==> src/rtl/ac_motor_pkg.sv <==
// Shared types for the SVM datapath: phase sequence and sector range.
// Imported by the sequencer, the dwell calculator and the switch control.
package ac_motor_pkg;

  typedef enum logic [2:0] {
    IDLE,
    Z0A,
    V1A,
    V2A,
    V7,
    V2B,
    V1B,
    Z0B
  } phase_e;

  localparam int SECTOR_W = 3;
  localparam logic [SECTOR_W-1:0] SECTOR_MAX = 3'd5;

endpackage

==> src/rtl/ac_motor_svm_dwell.sv <==
// Dwell conditioning: sector check, clamp to the half period,
// and split of the zero-vector time into the outer and centre parts.
module ac_motor_svm_dwell
  import ac_motor_pkg::*;
#(
  parameter int CNT_W       = 12,
  parameter int HALF_PERIOD = 1000
) (
  input  logic [SECTOR_W-1:0] IN_SECTOR,
  input  logic [CNT_W-1:0]    IN_T1,
  input  logic [CNT_W-1:0]    IN_T2,
  output logic [SECTOR_W-1:0] SEC,
  output logic [CNT_W-1:0]    T1c,
  output logic [CNT_W-1:0]    T2c,
  output logic [CNT_W-1:0]    A,
  output logic [CNT_W:0]      B2,
  output logic                SAT,
  output logic                ERR
);

  localparam logic [CNT_W-1:0] HPN = CNT_W'(HALF_PERIOD);
  localparam logic [CNT_W:0]   HP  = {1'b0, HPN};

  logic [CNT_W:0]   sum;
  logic [CNT_W-1:0] t0;
  logic [CNT_W-1:0] b;

  always_comb begin
    ERR = IN_SECTOR > SECTOR_MAX;
    SAT = 1'b0;
    SEC = IN_SECTOR;
    T1c = IN_T1;
    T2c = IN_T2;
    sum = {1'b0, IN_T1} + {1'b0, IN_T2};
    if (ERR) begin
      SEC = '0;
      T1c = '0;
      T2c = '0;
    end else if ({1'b0, IN_T1} > HP) begin
      T1c = HPN;
      T2c = '0;
      SAT = 1'b1;
    end else if (sum > HP) begin
      T2c = HPN - IN_T1;
      SAT = 1'b1;
    end
    // odd zero time: the extra tick goes to the centre V7 half
    t0 = HPN - T1c - T2c;
    A  = {1'b0, t0[CNT_W-1:1]};
    b  = t0 - A;
    B2 = {b, 1'b0};
  end

endmodule

==> src/rtl/ac_motor_svm_sequencer.sv <==
// Centre-aligned SVM period sequencer: owns the PWM timebase and
// walks Z0A..Z0B for each accepted or repeated dwell set.
module ac_motor_svm_sequencer
  import ac_motor_pkg::*;
#(
  parameter int CNT_W       = 12,
  parameter int HALF_PERIOD = 1000
) (
  input  logic                CLK,
  input  logic                RST_N,
  input  logic                EN,
  input  logic                IN_VALID,
  output logic                IN_READY,
  input  logic [SECTOR_W-1:0] IN_SECTOR,
  input  logic [CNT_W-1:0]    IN_T1,
  input  logic [CNT_W-1:0]    IN_T2,
  output logic [SECTOR_W-1:0] SECTOR,
  output logic                U_0,
  output logic                U_1,
  output logic                U_2,
  output logic                U_7,
  output logic                PERIOD_START,
  output logic                SAT,
  output logic                ERR
);

  typedef struct packed {
    logic [CNT_W-1:0] t1;
    logic [CNT_W-1:0] t2;
    logic [CNT_W-1:0] a;
    logic [CNT_W:0]   b2;
  } dwell_t;

  localparam logic [CNT_W-1:0] ONE  = CNT_W'(1);
  localparam logic [CNT_W:0]   ONE1 = (CNT_W+1)'(1);

  function automatic logic [CNT_W:0] plen(phase_e p, dwell_t d);
    logic [CNT_W:0] r;
    unique case (p)
      Z0A, Z0B: r = {1'b0, d.a};
      V1A, V1B: r = {1'b0, d.t1};
      V2A, V2B: r = {1'b0, d.t2};
      V7:       r = d.b2;
      default:  r = '0;
    endcase
    return r;
  endfunction

  // first non-empty phase after 'from'; IDLE when the period is over
  function automatic phase_e pnext(phase_e from, dwell_t d);
    phase_e r;
    r = IDLE;
    for (int i = 7; i >= 1; i--) begin
      if (i > int'(from) && plen(phase_e'(i[2:0]), d) != '0)
        r = phase_e'(i[2:0]);
    end
    return r;
  endfunction

  phase_e              state_q, state_d, nxt, first;
  logic [CNT_W-1:0]    cnt_q, cnt_d;
  dwell_t              dw_q, dw_d, dw_new, src;
  logic [SECTOR_W-1:0] sec_q, sec_d, sec_new;
  logic                have_q, have_d, live_q;
  logic [3:0]          u_q, u_d;
  logic                ps_q, ps_d, sat_q, sat_d, err_q, err_d;
  logic                sat_new, err_new;
  logic                last, bnd, xfer, start;
  logic [CNT_W-1:0]    t1n, t2n, an;
  logic [CNT_W:0]      b2n;

  ac_motor_svm_dwell #(
    .CNT_W      (CNT_W),
    .HALF_PERIOD(HALF_PERIOD)
  ) u_dwell (
    .IN_SECTOR(IN_SECTOR),
    .IN_T1    (IN_T1),
    .IN_T2    (IN_T2),
    .SEC      (sec_new),
    .T1c      (t1n),
    .T2c      (t2n),
    .A        (an),
    .B2       (b2n),
    .SAT      (sat_new),
    .ERR      (err_new)
  );

  assign dw_new = '{t1: t1n, t2: t2n, a: an, b2: b2n};

  always_comb begin
    nxt      = pnext(state_q, dw_q);
    last     = (state_q != IDLE) && (cnt_q == '0) && (nxt == IDLE);
    bnd      = (state_q == IDLE) || last;
    IN_READY = live_q & EN & bnd;
    xfer     = IN_VALID & IN_READY;
    src      = xfer ? dw_new : dw_q;
    first    = pnext(IDLE, src);
    start    = bnd & EN & live_q & (xfer | have_q);

    state_d = state_q;
    cnt_d   = cnt_q;
    dw_d    = dw_q;
    sec_d   = sec_q;
    have_d  = have_q;
    ps_d    = 1'b0;
    sat_d   = 1'b0;
    err_d   = 1'b0;

    unique case (1'b1)
      start: begin
        state_d = first;
        cnt_d   = CNT_W'(plen(first, src) - ONE1);
        ps_d    = 1'b1;
        if (xfer) begin
          dw_d   = dw_new;
          sec_d  = sec_new;
          have_d = 1'b1;
          sat_d  = sat_new;
          err_d  = err_new;
        end
      end
      bnd && !start: state_d = IDLE;
      !bnd && cnt_q != '0: cnt_d = cnt_q - ONE;
      default: begin
        state_d = nxt;
        cnt_d   = CNT_W'(plen(nxt, dw_q) - ONE1);
      end
    endcase

    unique case (state_d)
      V1A, V1B: u_d = 4'b0010;
      V2A, V2B: u_d = 4'b0100;
      V7:       u_d = 4'b1000;
      default:  u_d = 4'b0001;
    endcase
  end

  always_ff @(posedge CLK) begin
    if (!RST_N) begin
      state_q <= IDLE;
      cnt_q   <= '0;
      dw_q    <= '0;
      sec_q   <= '0;
      have_q  <= 1'b0;
      live_q  <= 1'b0;
      u_q     <= '0;
      ps_q    <= 1'b0;
      sat_q   <= 1'b0;
      err_q   <= 1'b0;
    end else begin
      state_q <= state_d;
      cnt_q   <= cnt_d;
      dw_q    <= dw_d;
      sec_q   <= sec_d;
      have_q  <= have_d;
      live_q  <= 1'b1;
      u_q     <= u_d;
      ps_q    <= ps_d;
      sat_q   <= sat_d;
      err_q   <= err_d;
    end
  end

  assign SECTOR       = sec_q;
  assign U_0          = u_q[0];
  assign U_1          = u_q[1];
  assign U_2          = u_q[2];
  assign U_7          = u_q[3];
  assign PERIOD_START = ps_q;
  assign SAT          = sat_q;
  assign ERR          = err_q;

endmodule

==> config.mk <==
export PLATFORM = sky130hd
export DESIGN_NAME = ac_motor_svm_sequencer
export DESIGN_NICKNAME = d
export VERILOG_FILES = /design/src/rtl/ac_motor_pkg.sv /design/src/rtl/ac_motor_svm_dwell.sv /design/src/rtl/ac_motor_svm_sequencer.sv
export SDC_FILE = /design/constraint.sdc
export NUM_CORES = 1
export LEC_CHECK = 0
export ABC_AREA = 1
export BUFFER_PORTS_ARGS = -buffer_cell sky130_fd_sc_hd__clkbuf_2
export CAP_MARGIN = 20
export CORE_UTILIZATION = 32
export CTS_CLUSTER_SIZE = 20
export DETAILED_ROUTE_END_ITERATION = 8
export PLACE_DENSITY = 0.57
export SLEW_MARGIN = 40
export SYNTH_ARGS = -nofsm -noshare
export SYNTH_HDL_FRONTEND = slang
export SYNTH_SLANG_ARGS = --single-unit
==> constraint.sdc <==
create_clock -name CLK -period 15 [get_ports CLK]
set_input_delay 0.75 -clock CLK [delete_from_list [all_inputs] [get_ports CLK]]
set_output_delay 0.75 -clock CLK [all_outputs]
set_load 0.05 [all_outputs]
==> results_dict.tcl, run 1 <==
set metrics [dict create \
    slew_headroom_pct 46.8 \
    worst_slack_ns 7.37 \
    die_x_um 155 \
    grt_pass1_vias 7523 \
    max_stage_delay_ns 0.40 \
    yosys.area.top_type_share_pct 20.2 \
    ys_seq_area_share_pct 20.2 \
    clock-sinks 76 \
    drv_cap 0 \
    fin_crit_sh_pct 50.9 \
    syn_avg_cell_area_um2 5.81 \
    slew_violations 0 \
    antenna_cells 0 \
    leakagePower_nw 4.59 \
    fmax_mhz 131 \
    tightest_slew_ns 0.790 \
    path_max_fanout 14 \
    htree_levels 3 \
    crit_path_start_kind "input port" \
    clk_root_buffer_cell "clkbuf_16" \
    max-vdd-ir-drop_mv 0.0849 \
    wl_met1_mm 12.0 \
    antenna_found_initial 0 \
    period_minus_slack_ns 7.63 \
    ys_top_cells_by_area "dfxtp_1 (20%), nand2_1 (18%), inv_1 (12%), nor2_1 (6.9%), ha_1 (6.7%)" \
    status "finished clean" \
    drive_above_1_share_pct 9.37 \
    initial_core_util_pct 32.9 \
    dr.pass1.iters 5 \
    area_growth_pct 9.63 \
    cts_buffers 9 \
    holdBufCountCts 0 \
    finalNonFillerCells 1636 \
    synth_area_um2 7520 \
    grt_max_degree 57 \
    grt_pass1_wl_mm 40.4 \
    netlist_instances 1295 \
    yosys_warnings 0 \
    grt_use_total_pct 21.5 \
    worst_clock_skew_ns 0.00824 \
    grt_remaining_overflow 0 \
    via_per_inst 4.87 \
    globalplace.congestion 0.984 \
    endpoint_kind "register" \
    cts_resized 0 \
    routed_wirelength_mm 25.0 \
    num_rows 55 \
    detail-route-antenna-nets 0 \
    design.die.area_um2 24100 \
    wire_per_inst_um 15.3 \
    worstHoldPathType "register to register" \
    ys_ff_latch 76 \
    core_area_um2 22800 \
    hpwl_mm 20.6 \
    synth_cell_type_count 52 \
    postCtsSetupBuffers 0 \
    routed.top_layer "met4" \
    async_flop_share_pct 0 \
    tns_ns 0 \
    wl_met2_mm 11.2 \
    cp_slowest_cell "fa_1" \
    wl_met3_mm 1.11 \
    yosysTopAreaCell "dfxtp_1" \
    preCtsSetupSlack_ns 7.08 \
    arrival_ns 7.87 \
    crit_path_frequent_cell "nand2_1" \
    cts_tree "built" \
    critical_path_class "input port to register" \
    clk_pin_slew_ns 0.07 \
    required_ns 15.24 \
    synth_top_flop_cell "dfxtp_1" \
    layout.nets 1392 \
    drc 0 \
    dp.cells 1620 \
    routed-via-count 7962 \
    grt_setup_unrepaired "no" \
    n_fill_cell 2626 \
    hold_violations 0 \
    max-clock-path-buffers 2 \
    synth_nets 1369 \
    ios 42 \
    synth_edf_count 0 \
    clk_latency_ns 0.36 \
    p_total_mw 1.76 \
    drtIter0Drc 681 \
    powerDensity_nw_per_um2 213 \
    port_buffers 41 \
    setup_viol 0 \
    die_h_um 155 \
]
final timing paths:
check                            endpoint  startpoint  slack, ns  cells after the start
worst max-delay path            cnt_q[10]    IN_T1[0]       7.37                     46
worst min-delay path            SECTOR[2]   SECTOR[2]       0.47                      2
worst max register to register   cnt_q[8]    cnt_q[8]       9.96                     24
worst min register to register  SECTOR[2]   SECTOR[2]       0.47                      2
placed cells by master, fill, tap and decap left out, types with 4 or more instances in the layout:
master and instances:
nand2_1 370, inv_1 236, nor2_1 139, nand3_1 97, dfxtp_1 76, nand4_1 47, clkbuf_2 41, o21ai_0 40
ha_1 40, a21oi_1 39, o21ai_1 21, nand2_2 15, xor2_1 13, nor2_2 12, o22ai_1 11, inv_2 10
clkbuf_16 9, nand3b_1 8, nor3_1 8, o21bai_1 7, a22oi_1 7, nand3_2 6, nor2_4 4, xnor2_1 4
a21boi_0 4, a31oi_1 4, o211ai_1 4
report_power, final:
| part | switching (mW) | total (mW) | internal [mW] |
|---|---|---|---|
| Clock | 0.0976 | 0.227 | 0.130 |
| Sequential | 0.0301 | 0.276 | 0.246 |
| Combinational | 0.881 | 1.25 | 0.373 |
| Total | 1.01 | 1.76 | 0.748 |
per-stage QoR:
step           hold WS (ns)  area (µm²)  utilization, %
3_5_place_dp          0.463        7950            34.8
5_1_grt               0.487        8250            36.1
6_report              0.469        8250            36.1
3_3_place_gp          0.460        7950            34.8
4_1_cts               0.473        8250            36.1
2_1_floorplan         0.446        7520               -
worst max-delay path: cells and delay by family:
family,cells,cell delay [ns]
compound gates,5,0.64
simple gates,27,3.64
xor+xnor,1,0.25
fa+ha+maj,7,2.05
buf+inv,6,0.51
logic make-up after synthesis:
kind of cell,Yosys count,share of synthesized area [%]
other,1,0.0498
and+or+nand+nor,722,42.8
adders and majority gates,43,7.45
buffers and inverters,280,15.0
AOI/OAI and AO/OA,156,12.6
DFF,76,20.2
xor gates and xnor gates,17,1.98
routing by layer:
metal	vias up	GRT usage [%]
met4	0	7.52
met3	36	2.67
met2	201	34.8
met5	-	0
met1	3571	29.3
li1	4154	-
state kept, by name, indices dropped and copies added (netlist names):
name	cells
dw_q	49
cnt_q	12
u_q	4
SECTOR	3
state_q	3
ERR	1
PERIOD_START	1
SAT	1
have_q	1
live_q	1
area by class of cell:
cell class / instances / area, µm² / area share [%]
Clock buffer: 9 / 225 / 2.73
Inverter: 248 / 931 / 11.3
Clock inverter: 7 / 75.1 / 0.910
Multi-Input combinational cell: 939 / 4880 / 59.1
Timing Repair Buffer: 44 / 228 / 2.76
Tap cell: 313 / 392 / 4.75
Sequential cell: 76 / 1520 / 18.4
synth_stat cells, drive strengths merged, types with 9 or more instances:
| master | instances |
|---|---|
| a21oi | 44 |
| buf | 22 |
| clkbuf | 10 |
| dfxtp | 76 |
| ha | 40 |
| inv | 246 |
| nand2 | 387 |
| nand3 | 106 |
| nand4 | 47 |
| nor2 | 155 |
| nor3 | 9 |
| o21ai | 63 |
| o22ai | 11 |
| xor2 | 13 |
Power figures use the tool's default switching activity.
==> inputs of run 2 (changes only) <==
--- a/config.mk
+++ b/config.mk
@@ -5,13 +5,13 @@
 export SDC_FILE = /design/constraint.sdc
 export NUM_CORES = 1
 export LEC_CHECK = 0
-export ABC_AREA = 1
+export ABC_AREA = 0
 export BUFFER_PORTS_ARGS = -buffer_cell sky130_fd_sc_hd__clkbuf_2
 export CAP_MARGIN = 20
 export CORE_UTILIZATION = 32
 export CTS_CLUSTER_SIZE = 20
 export DETAILED_ROUTE_END_ITERATION = 8
-export PLACE_DENSITY = 0.57
+export PLACE_DENSITY = 0.59
 export SLEW_MARGIN = 40
 export SYNTH_ARGS = -nofsm -noshare
 export SYNTH_HDL_FRONTEND = slang
==> constraint.sdc (replaced) <==
create_clock -name CLK -period 6.4 [get_ports CLK]
set_input_delay 0.32 -clock CLK [delete_from_list [all_inputs] [get_ports CLK]]
set_output_delay 0.32 -clock CLK [all_outputs]
set_load 0.05 [all_outputs]
==> results_dict.tcl, run 2 <==
set metrics [dict create \
    endpoint "cnt_q[8]" \
    synth_area_um2 6850 \
    period_minus_slack_ns 6.92 \
    antenna_found_initial 0 \
    core_area_um2 21000 \
    design.die.area_um2 22000 \
    dr.pass1.iters 7 \
    largest_register_ffs 49 \
    final_cell_mix "buf_4 (235), nand2_1 (84), nor2_1 (82)" \
    yosysMostFrequentCell "nor2_1" \
    reg.largest.list "dw_q: 49 flops, cnt_q: 12 flops, u_q: 4 flops" \
    ys_top_cells_by_area "dfxtp_1 (22%), ha_1 (7.3%), a21oi_1 (6.1%), nor2_1 (4.8%), nand2_1 (4.8%)" \
    violations "negative setup slack" \
    worstHoldPathType "input port to register" \
    cts_tree "built" \
    syn_avg_cell_area_um2 7.55 \
    ys_ff_latch 76 \
    tightest_slew_ns 0.790 \
    slew_headroom_pct 47.3 \
    synth_edf_count 0 \
    hold_violations 0 \
    routed_wirelength_mm 27.6 \
    clock-sinks 76 \
    max-vdd-ir-drop_mv 0.237 \
    rr_startpoint "dw_q[37]" \
    detail-route-antenna-nets 0 \
    die_h_um 148 \
    grt_remaining_overflow 0 \
    tns_ns -3.92 \
    worst_slack_ns -0.523 \
    synthTopCellsByCount "nor2_1 (88), nand2_1 (87), a21oi_1 (84), dfxtp_1 (76)" \
    clk_root_buffer_cell "clkbuf_16" \
    area_growth_pct 49.0 \
    r2r_cells 14 \
    num_rows 53 \
    grt_pass1_vias 7723 \
    setup_viol 13 \
    crit_path_frequent_cell "ha_4" \
    yosys_warnings 0 \
    cp_slowest_cell "a221oi_4" \
    wl_met3_mm 1.98 \
    netlist_instances 907 \
    drc 0 \
    synth_nets 981 \
    cts_buffers 9 \
    ios 42 \
    max-clock-path-buffers 2 \
    ys_seq_area_share_pct 22.2 \
    fin_crit_sh_pct 108 \
    routed.top_layer "met4" \
    yosys.area.top_type_share_pct 22.2 \
    worst_clock_skew_ns 0.00787 \
    drive_above_1_share_pct 37.1 \
    max_stage_delay_ns 0.38 \
    critical_path_class "input port to register" \
    powerDensity_nw_per_um2 486 \
    slew_violations 0 \
    mostFrequentLayoutCell "buf_4" \
    status "finished, violations left" \
    grt_max_degree 47 \
    hpwl_mm 20.6 \
    final_util_pct 48.6 \
    htree_levels 3 \
    endpoint_kind "register" \
    path_max_fanout 6 \
    drtIter0Drc 876 \
    routed-via-count 8230 \
    clk_pin_slew_ns 0.06 \
    clk_latency_ns 0.34 \
    die_x_um 148 \
    synth_top_flop_cell "dfxtp_1" \
    wire_per_inst_um 19.1 \
    grt_setup_unrepaired "yes" \
    antenna_cells 0 \
    top_register "dw_q" \
    crit_path_start_kind "input port" \
    crit_start "IN_T2[0]" \
    initial_core_util_pct 32.6 \
    yosysTopAreaCell "dfxtp_1" \
    leakagePower_nw 4.28 \
    async_flop_share_pct 0 \
    wl_met2_mm 13.1 \
    fmax_mhz 144 \
    port_buffers 41 \
    arrival_ns 7.15 \
    r2r_slack_ns 1.23 \
    drv_cap 0 \
    rr_endpoint "cnt_q[9]" \
    grt_pass1_wl_mm 42.1 \
    synth_cell_type_count 95 \
    globalplace.congestion 0.995 \
    wl_met1_mm 11.4 \
    required_ns 6.63 \
    via_per_inst 5.69 \
    grt_use_total_pct 24.6 \
    layout.nets 1241 \
]
-- run 2: cell types whose count changed in the layout (fill, tap and decap cells not counted), moves of 13 or more --
cell | previous run | this run
nand2_1 | 370 | 84
buf_4 | 3 | 235
inv_1 | 236 | 33
nand3_1 | 97 | 25
nor2_1 | 139 | 82
nand4_1 | 47 | 6
a21oi_1 | 39 | 74
and2_1 | 2 | 24
a22oi_1 | 7 | 25
buf_6 | 0 | 17
nor4_1 | 1 | 16
a21o_1 | 1 | 14
nand2_2 | 15 | 2
o21a_1 | 3 | 16
-- run 2: critical path, delay by kind of cell --
kind / cells / cell delay, ns
AOI/OAI and AO/OA: 14 / 2.59
xor gates and xnor gates: 2 / 0.25
adders and majority gates: 6 / 1.52
buffers and inverters: 5 / 0.67
muxes: 1 / 0.23
and+or+nand+nor: 8 / 1.57
-- run 2: cell type report --
type | instances | area [µm²]
Fill cell | 1967 | 10800
Multi-Input combinational cell | 748 | 5690
Sequential cell | 76 | 1520
Clock buffer | 11 | 243
Timing Repair Buffer | 293 | 2180
Clock inverter | 5 | 83.8
Tap cell | 275 | 344
Inverter | 39 | 149
-- run 2: what timing repair did --
action / CTS / global route
setup endpoints to repair: 15 / 16
resized for setup: 35 / 88
cloned: 0 / 0
buffers inserted: 30 / 29
pin swaps: 36 / 62
hold buffers: 0 / 0
-- run 2: layer usage --
metal	up-vias	global-route usage, %
li1	3920	-
met1	3843	31.5
met2	384	40.6
met3	83	4.05
met4	0	10.3
met5	-	0
-- run 2: cells by family (layout without fill, tap and decap cells) --
family / Yosys count / count (layout) / share of synthesized area [%]
flops: 76 / 76 / 22.2
xor+xnor: 31 / 31 / 4.38
compound gates: 312 / 312 / 32.2
simple gates: 346 / 346 / 25.7
fa+ha+maj: 43 / 43 / 8.18
mux: 15 / 15 / 2.23
other cells: 1 / 1 / 0.0547
buf+inv: 83 / 348 / 5.06
-- run 2: worst min path at each step --
stage	start	end	slack, ns	cells past startpoint
after detailed placement	SECTOR[1]	SECTOR[1]	0.44	2
after CTS	IN_SECTOR[0]	SECTOR[0]	0.22	3
after global placement	SECTOR[1]	SECTOR[1]	0.44	2
final	IN_SECTOR[0]	SECTOR[0]	0.23	3
after global routing	IN_SECTOR[0]	SECTOR[0]	0.25	3
after floorplan	RST_N	live_q	0.35	0
-- run 2: power by group --
part | switching [mW] | internal, mW | leakage (nW) | total (mW)
clock network | 0.215 | 0.354 | 0.152 | 0.569
registers | 0.0833 | 0.555 | 0.618 | 0.639
logic | 2.00 | 1.76 | 3.51 | 3.76
-- run 2: per-stage QoR --
| stage | instances | setup slack, ns | hold slack, ns | instance area (µm²) | power (mW) |
|---|---|---|---|---|---|
| 2_1_floorplan | 907 | -0.451 | 0.348 | 7020 | 2.48 |
| 3_3_place_gp | 1373 | -0.852 | 0.438 | 8820 | 3.59 |
| 3_5_place_dp | 1373 | -1.01 | 0.445 | 8830 | 3.64 |
| 4_1_cts | 1419 | -0.480 | 0.223 | 9530 | 4.45 |
| 5_1_grt | 1447 | -0.843 | 0.253 | 10200 | 5.26 |
| 6_report | 1447 | -0.523 | 0.225 | 10200 | 4.96 |
==> inputs of run 3 (changes only) <==
--- a/config.mk
+++ b/config.mk
@@ -9,8 +9,10 @@
 export BUFFER_PORTS_ARGS = -buffer_cell sky130_fd_sc_hd__clkbuf_2
 export CAP_MARGIN = 20
 export CORE_UTILIZATION = 32
+export CTS_BUF_LIST = sky130_fd_sc_hd__clkbuf_16
 export CTS_CLUSTER_SIZE = 20
 export DETAILED_ROUTE_END_ITERATION = 8
+export HOLD_SLACK_MARGIN = 0.12
 export PLACE_DENSITY = 0.59
 export SLEW_MARGIN = 40
 export SYNTH_ARGS = -nofsm -noshare
==> constraint.sdc (replaced) <==
create_clock -name CLK -period 6.4 [get_ports CLK]
set_input_delay 0 -clock CLK [delete_from_list [all_inputs] [get_ports CLK]]
set_output_delay 0 -clock CLK [all_outputs]
set_load 0.05 [all_outputs]
==> results_dict.tcl, run 3 (same netlist as run 2, synthesis figures left out) <==
set metrics [dict create \
    status "finished, violations left" \
    violations "negative setup slack" \
    port_buffers 41 \
    hp-start "IN_T1[4]" \
    cp.depth 34 \
    clk_latency_ns 0.34 \
    place_area_um2 8700 \
    critPathBufInv 7 \
    wire_per_inst_um 19.3 \
    die_h_um 148 \
    tns_ns -0.750 \
    fmax_mhz 152 \
    core_area_um2 21000 \
    powerDensity_nw_per_um2 473 \
    whs_path_depth 4 \
    clock-sinks 76 \
    antenna_cells 0 \
    hold_end "dw_q[41]" \
    period_minus_slack_ns 6.57 \
    drtIter0Drc 711 \
    num_rows 53 \
    routed_wirelength_mm 27.2 \
    clockPowerShare_pct 10.9 \
    endpoint_kind "register" \
    max_stage_delay_ns 0.39 \
    grt_pass1_wl_mm 42.6 \
    r2r_cells 14 \
    cp_slowest_cell "a221oi_4" \
    htree_levels 3 \
    crit_path_start_kind "input port" \
    dr.pass1.iters 6 \
    preCtsSetupSlack_ns -0.615 \
    worst_slack_ns -0.166 \
    drc 0 \
    leakagePower_nw 4.08 \
    globalplace.congestion 0.958 \
    hold_violations 0 \
    final_cell_mix "buf_4 (197), nor2_1 (84), nand2_1 (84)" \
    critical_path_class "input port to register" \
    initial_core_util_pct 32.6 \
    cts_tree "built" \
    cts_buffers 9 \
    hpwl_mm 20.7 \
    power_switching_mw 2.20 \
    crit_path_frequent_cell "ha_4" \
    die_x_um 148 \
    ios 42 \
    clk_pin_slew_ns 0.06 \
    detail-route-antenna-nets 0 \
    setup_viol 7 \
    r2r_slack_ns 1.36 \
    drive_above_1_share_pct 32.5 \
    path_max_fanout 8 \
    top_register "dw_q" \
    max-vdd-ir-drop_mv 0.225 \
    fin_area_um2 9760 \
    power_frac_comb_pct 75.2 \
    required_ns 6.62 \
    area_growth_pct 42.4 \
    mostFrequentLayoutCell "buf_4" \
    max-clock-path-buffers 2 \
    drv_cap 0 \
    finalNonFillerCells 1412 \
    path_delay_family "compound AO/OA/AOI/OAI gates" \
    p_sw_share_pct 47.6 \
    grt_pass1_vias 7712 \
    worstHoldPathType "input port to register" \
    design.die.area_um2 22000 \
    antenna_found_initial 0 \
    p_total_mw 4.61 \
    largest_register_ffs 49 \
    worst_clock_skew_ns 0.00764 \
    routed-via-count 7992 \
    grt_max_degree 48 \
    layout.nets 1206 \
    via_per_inst 5.66 \
    fin_crit_sh_pct 103 \
    rr_endpoint "cnt_q[9]" \
    tightest_slew_ns 0.780 \
    rr_startpoint "dw_q[37]" \
    dp.cells 1357 \
    grt_use_total_pct 24.8 \
    reg.largest.list "dw_q: 49 flops, cnt_q: 12 flops, u_q: 4 flops" \
    arrival_ns 6.79 \
    slew_violations 0 \
    p_seq_share_pct 13.9 \
    internal-power_mw 2.42 \
    slew_headroom_pct 47.9 \
    clk_root_buffer_cell "clkbuf_16" \
    grt_setup_unrepaired "yes" \
    grt_remaining_overflow 0 \
]
## run 3: cell type report
type	count	area, µm²
Timing Repair Buffer	258	1940
Inverter	39	146
Tap cell	275	344
Fill cell	2052	11300
Clock inverter	7	58.8
Multi-Input combinational cell	748	5520
Sequential cell	76	1520
Clock buffer	9	225
## run 3: worst max path at each step
stage                     slack (ns)      from  endpoint
after CTS                      -0.14  IN_T2[0]  cnt_q[8]
after detailed placement       -0.61  IN_T1[0]  cnt_q[8]
final                          -0.17  IN_T2[0]  cnt_q[9]
after global routing           -0.49  IN_T2[0]  cnt_q[8]
after global placement         -0.56  IN_T1[0]  cnt_q[8]
after floorplan                -0.15  IN_T1[0]  cnt_q[8]
## run 3: timing repair
| item | CTS | global route |
|---|---|---|
| pin swaps | 30 | 41 |
| buffers inserted | 25 | 9 |
| resized for setup | 36 | 51 |
| endpoints found under the hold margin | 5 | 0 |
| hold buffers | 5 | 0 |
| cloned | 0 | 0 |
| endpoints found under the setup margin | 9 | 16 |
## run 3: routing by layer
| layer | global-route usage [%] | vias up | share of wire [%] |
|---|---|---|---|
| li1 | - | 3847 | - |
| met1 | 32.8 | 3730 | 43 |
| met3 | 3.47 | 75 | 6.8 |
| met5 | 0 | - | 0 |
| met4 | 10.5 | 0 | 3.7 |
| met2 | 40.2 | 340 | 46 |
## run 3: worst register-to-register path, cell delays in order (launching register included)
cell and delay (ns):
dfxtp_1 0.36, nor4_1 0.35, and3_1 0.43, a2bb2o_1 0.42, o31a_1 0.34, nor2_4 0.64
nand2_1 0.34, o31ai_1 0.48, a21boi_0 0.22, o21ai_1 0.22, nor2_1 0.11, a221o_1 0.34
o2111a_2 0.15, and3_1 0.16, or3b_1 0.36
## run 3: through the flow
stage / utilization (%) / hold slack (ns)
finish: 46.4 / 0.146
CTS: 44.8 / 0.126
detailed placement: 41.4 / 0.250
floorplan: - / 0.0277
global placement: 41.4 / 0.247
global route: 46.4 / 0.167
## run 3: power by group through the flow
| stage | combinational (mW) | clock [mW] | sequential (mW) |
|---|---|---|---|
| 6_report | 3.47 | 0.502 | 0.640 |
| 5_1_grt | 3.72 | 0.530 | 0.644 |
| 4_1_cts | 3.11 | 0.505 | 0.635 |
| 3_5_place_dp | 2.91 | 0 | 0.645 |
| 3_3_place_gp | 2.89 | 0 | 0.645 |
| 2_1_floorplan | 1.83 | 0 | 0.639 |
